--- src/rtl/pipe_credit_queue.sv ---
// Receive-side circular queue behind a valid-only pipe: ready/valid dequeue, credit return, drop flag.
// Optional drop statistics counter enabled by PIPE_CREDIT_QUEUE_STATS_EN.
module pipe_credit_queue #(
   parameter int unsigned WIDTH = 8,
   parameter int unsigned DEPTH = 4,
   localparam int unsigned CW = $clog2(DEPTH + 1)
) (
   input  logic             clk,
   input  logic             reset,
   input  logic             io_enq_valid,
   input  logic [WIDTH-1:0] io_enq_bits,
   input  logic             io_deq_ready,
   output logic             io_deq_valid,
   output logic [WIDTH-1:0] io_deq_bits,
   output logic             io_credit,
   output logic [CW-1:0]    io_count,
`ifdef PIPE_CREDIT_QUEUE_STATS_EN
   output logic [7:0]       io_drop_count,
`endif
   output logic             io_overflow,
   input  logic             io_clear_overflow
);

   localparam int unsigned PW = (DEPTH > 1) ? $clog2(DEPTH) : 1;

   logic [WIDTH-1:0] mem [DEPTH];
   logic [PW-1:0]    head, tail, head_nxt, tail_nxt;
   logic [CW-1:0]    count, count_nxt;
   logic             overflow, overflow_nxt;
   logic             credit;
   logic             full, empty, deq, enq, drop;

   assign full  = (count == CW'(DEPTH));
   assign empty = (count == '0);
   assign deq   = !empty && io_deq_ready;
   assign enq   = io_enq_valid && (!full || deq);
   assign drop  = io_enq_valid && full && !deq;

   // Pointer/occupancy next-state; a drop leaves everything untouched.
   always_comb begin
      head_nxt     = head;
      tail_nxt     = tail;
      count_nxt    = count;
      overflow_nxt = overflow;
      if (deq) head_nxt = (head == PW'(DEPTH - 1)) ? '0 : head + PW'(1);
      if (enq) tail_nxt = (tail == PW'(DEPTH - 1)) ? '0 : tail + PW'(1);
      case ({enq, deq})
         2'b10:   count_nxt = count + CW'(1);
         2'b01:   count_nxt = count - CW'(1);
         default: count_nxt = count;
      endcase
      if (drop) overflow_nxt = 1'b1;
      else if (io_clear_overflow) overflow_nxt = 1'b0;
   end

   always_ff @(posedge clk or negedge reset) begin
      if (!reset) begin
         head     <= '0;
         tail     <= '0;
         count    <= '0;
         overflow <= 1'b0;
         credit   <= 1'b0;
      end else begin
         head     <= head_nxt;
         tail     <= tail_nxt;
         count    <= count_nxt;
         overflow <= overflow_nxt;
         credit   <= deq;
      end
   end

   // Storage needs no reset; occupancy gates its visibility.
   always_ff @(posedge clk) begin
      if (enq) mem[tail] <= io_enq_bits;
   end

`ifdef PIPE_CREDIT_QUEUE_STATS_EN
   logic [7:0] drop_count, drop_count_nxt;

   // Clear has priority over increment, but a drop in the clear cycle counts as one.
   always_comb begin
      drop_count_nxt = drop_count;
      if (io_clear_overflow) drop_count_nxt = drop ? 8'd1 : 8'd0;
      else if (drop && drop_count != 8'hFF) drop_count_nxt = drop_count + 8'd1;
   end

   always_ff @(posedge clk or negedge reset) begin
      if (!reset) drop_count <= '0;
      else        drop_count <= drop_count_nxt;
   end

   assign io_drop_count = drop_count;
`endif

   assign io_deq_valid = !empty;
   assign io_deq_bits  = mem[head];
   assign io_count     = count;
   assign io_overflow  = overflow;
   assign io_credit    = credit;

endmodule

--- config.mk ---
export PLATFORM = sky130hd
export DESIGN_NAME = pipe_credit_queue
export DESIGN_NICKNAME = d
export VERILOG_FILES = /design/src/rtl/pipe_credit_queue.sv
export SDC_FILE = /design/constraint.sdc
export NUM_CORES = 1
export LEC_CHECK = 0
export CORE_MARGIN = 5
export CORE_UTILIZATION = 52
export DETAILED_ROUTE_END_ITERATION = 12
export PLACE_DENSITY = 0.78
export SLEW_MARGIN = 20
export SYNTH_ARGS = -nofsm -noshare
export SYNTH_HDL_FRONTEND = slang
export SYNTH_SLANG_ARGS = --single-unit
--- constraint.sdc ---
create_clock -name clk -period 2.7 [get_ports clk]
set_input_delay 0.81 -clock clk [delete_from_list [all_inputs] [get_ports clk]]
set_output_delay 0.81 -clock clk [all_outputs]
set_load 0.02 [all_outputs]
==> results.md <==
* Post-detail-place hpwl at 2060 µm
* FF-to-FF End: io_count[2]
* Async set-or-reset flop fraction in the synthesized netlist at 22.0%
* Number of clock sinks seen by CTS at 41
* Final number of hold-violating endpoints at 0
* Clock network fraction of design power at 18.0%
* Buffer depth of the longest clock path at 2
* Sequential fraction of the synthesis area at 70.0%
* Setup violations, final at 0
* Area added between synthesis and finish at 25.0%
* Via total after detailed routing at 842
* Via/cell ratio at 5.04
* Total global routing track utilization at 14.8%
* Clock tree root driver cell: sky130_fd_sc_hd__clkbuf_4
* Capturing element type of the critical path: output pin
* Worst Reg-to-Reg Cells at 9
* Layout net count at 142
* Mapped Cells at 87
* H-tree levels at 2
* Area occupied by multi-input gates at 469 µm²
* Global-route wire length before repair at 4510 µm
* Final non-filler cell total at 167
* Register bit count reported by yosys at 41
* Internal at 1.53 mW
* Sw Share at 32.4%
* Post-CTS clock slew at the launch and capture registers of the worst setup and hold paths at 100 ps
* Launch instance of the worst register-to-register path: io_count[0]
* Effective utilization at floorplan at 55.0%
* Antenna violations before repair at 0
* Timing-limited maximum frequency at 391 MHz
* Data arrival, critical path at 1750 ps
* Drt initial violations at 40
* Tightest Pin Transition at 438 ps
* Final Cycle Share at 94.8%
* Synth Flop Type: sky130_fd_sc_hd__edfxtp_1
* Crit path launch type: flop
* HP Class: reg2reg
* Count of inserted antenna diode cells at 0
* GP Congestion at 0.754
* Post-cts hold buffer count at 0
* Top library cells by usage in the layout, fill and taps aside: sky130_fd_sc_hd__edfxtp_1 (32), sky130_fd_sc_hd__clkdlybuf4s50_1 (18), sky130_fd_sc_hd__dfrtp_1 (9)
* Status: finished, final reports clean
* Die outline width at 67.1 µm
* Power density cells at 1070 nW/µm²
* Area fraction of the dominant cell type after synthesis at 56.7%
* Mean instance size in the synthesized netlist at 19.5 µm²
* Max Fanout on Critical Path at 5
* Seq pwr share at 42.3%
* Die outline area at 4500 µm²
* Hold Startpoint: io_count[2]
* Fillcell total at 225
* FF+latch area at 1190 µm²
* Final WL at 2850 µm
* Worst hold path cell count at 1
* Number of enable flip-flop cells after synthesis at 32
* Worst setup skew after layout at 8.83 ps
* I/O pin count at 27
* Die span in y at 67.1 µm
* Count of TritonRoute iterations in the first routing pass at 4
* Yosys top cell by area: sky130_fd_sc_hd__edfxtp_1
* Post-CTS setup buffer count at 0
* Routed Antenna Nets at 0
* Total design power at 2.27 mW
* Drt wl/cell at 17.0 µm
* TritonCTS clock tree: built
* Delay contributed by the slowest stage of the critical path at 550 ps
* CP Class: reg2out
* Remaining DRCs at 0
* Skew-Pair Late Insertion Delay at 340 ps
* Flop2flop setup slack at 680 ps
* Slowest library cell on the worst path: sky130_fd_sc_hd__clkdlybuf4s50_1
* Fraction of final layout cells sized beyond drive strength 1 at 25.2%
* Unrepaired setup endpoints after global routing: false
* Port Buf Inserts at 26
* Max-slew violations at 0
* Number of max-capacitance violations reported at 0
* Vias in the first global route at 942
* Finished Cell Area at 2120 µm²
* Most common cell after layout, fill and taps aside: sky130_fd_sc_hd__edfxtp_1
* Hold endpoint: io_count[2]
* Leak Pwr at 0.809 nW
* Share of total power in combinational logic at 39.6%
* Quantity of gates resized following cts at 8
* Worst slew margin relative to its limit at 70.8%
* Placeable core region at 3080 µm²
* Post-placement cell area at 2040 µm²
* Most area-consuming cells after synthesis: sky130_fd_sc_hd__edfxtp_1 (57%), sky130_fd_sc_hd__dfrtp_1 (13%), sky130_fd_sc_hd__mux4_2 (11%)
* Setup tns final at 0 ps
* Worst VDD drop at 0.703 mV
* Row Count at 20
* Count of different cell masters after synthesis at 21
* Largest net degree at the start of global routing at 13
* Net count after synthesis at 107
* Gr ovfl total at 0
* YS warnings at 0
* Post-Syn Area at 1690 µm²
* Data required time of the worst path at 1890 ps
* Reported net switching power at 734 µW
* Period minus WS final at 2560 ps
* Number of cells after detailed placement at 159
* Cells along the critical path: or3_4, clkdlybuf4s50_1
* TritonCTS Buffers at 5
-- cells by family (layout without fill, tap and decap cells) --
group	after synthesis	count (layout)	share of synthesized area, %
compound gates	1	1	0.295
xor+xnor	3	3	1.55
fa+ha+maj	7	7	5.61
buf+inv	10	46	2.29
flops	41	41	70.0
mux	13	13	14.3
simple gates	12	12	5.91
-- sequential cells by signal, summed over array words and instances (netlist names) --
| register | cells |
|---|---|
| io_count | 3 |
| mem | 32 |
| io_credit | 1 |
| head | 2 |
| io_overflow | 1 |
| tail | 2 |
-- cell type report --
| type | instances | share of cell area, % |
|---|---|---|
| flip-flops and latches | 41 | 56.0 |
| clock buffers | 7 | 2.60 |
| multi-input cells | 36 | 22.2 |
| inverters | 8 | 1.42 |
| well taps | 44 | 2.60 |
| clock inverters | 1 | 1.42 |
| repair buffers | 30 | 13.8 |
-- power groups by stage --
| stage | registers [mW] | clock network (mW) | logic [mW] |
|---|---|---|---|
| global placement | 0.963 | 0 | 0.936 |
| detailed placement | 0.978 | 0 | 0.977 |
| finish | 0.959 | 0.408 | 0.898 |
| floorplan | 0.964 | 0 | 0.575 |
| CTS | 0.962 | 0.417 | 0.922 |
| global route | 0.976 | 0.440 | 0.976 |
-- worst max path at each step --
stage | end | cells past startpoint | start | slack, ps
3_3_place_gp | io_count[2] | 10 | io_deq_ready | -7
3_5_place_dp | io_count[2] | 10 | io_deq_ready | -120
4_1_cts | io_deq_valid | 2 | io_count[0] | 120
2_1_floorplan | io_count[2] | 9 | io_deq_ready | 440
6_report | io_deq_valid | 2 | io_count[0] | 140
5_1_grt | io_deq_valid | 2 | io_count[0] | 80
-- through the flow --
stage | setup slack, ps | hold slack [ps] | util (%)
after global placement | -7.37 | 509 | 66.4
after global routing | 82.3 | 548 | 68.8
after detailed placement | -119 | 530 | 66.4
after floorplan | 436 | 514 | -
final | 141 | 544 | 68.8
after CTS | 115 | 541 | 68.8
-- cell usage after synthesis, types with 2 or more instances --
cell type and n:
sky130_fd_sc_hd__mux4_2 8, sky130_fd_sc_hd__mux2_2 2, sky130_fd_sc_hd__nor2_1 3, sky130_fd_sc_hd__and2_2 4, sky130_fd_sc_hd__xor2_1 2, sky130_fd_sc_hd__inv_1 8
sky130_fd_sc_hd__edfxtp_1 32, sky130_fd_sc_hd__dfrtp_1 9, sky130_fd_sc_hd__ha_1 6, sky130_fd_sc_hd__mux2_4 2
-- routing by layer --
layer | part of all wire, % | routed length (µm) | track usage (%)
met2 | 52 | 1480 | 24.0
met3 | 3.7 | 105 | 4.05
met5 | 0 | 0 | 0
met1 | 42 | 1190 | 17.4
met4 | 2.5 | 72 | 8.35
-- critical path: cells and delay by family, from the launching register on --
kind / cells / cell delay, ps
buf+inv: 1 / 550
flops: 1 / 460
simple gates: 1 / 400
Power figures use the tool's default switching activity.
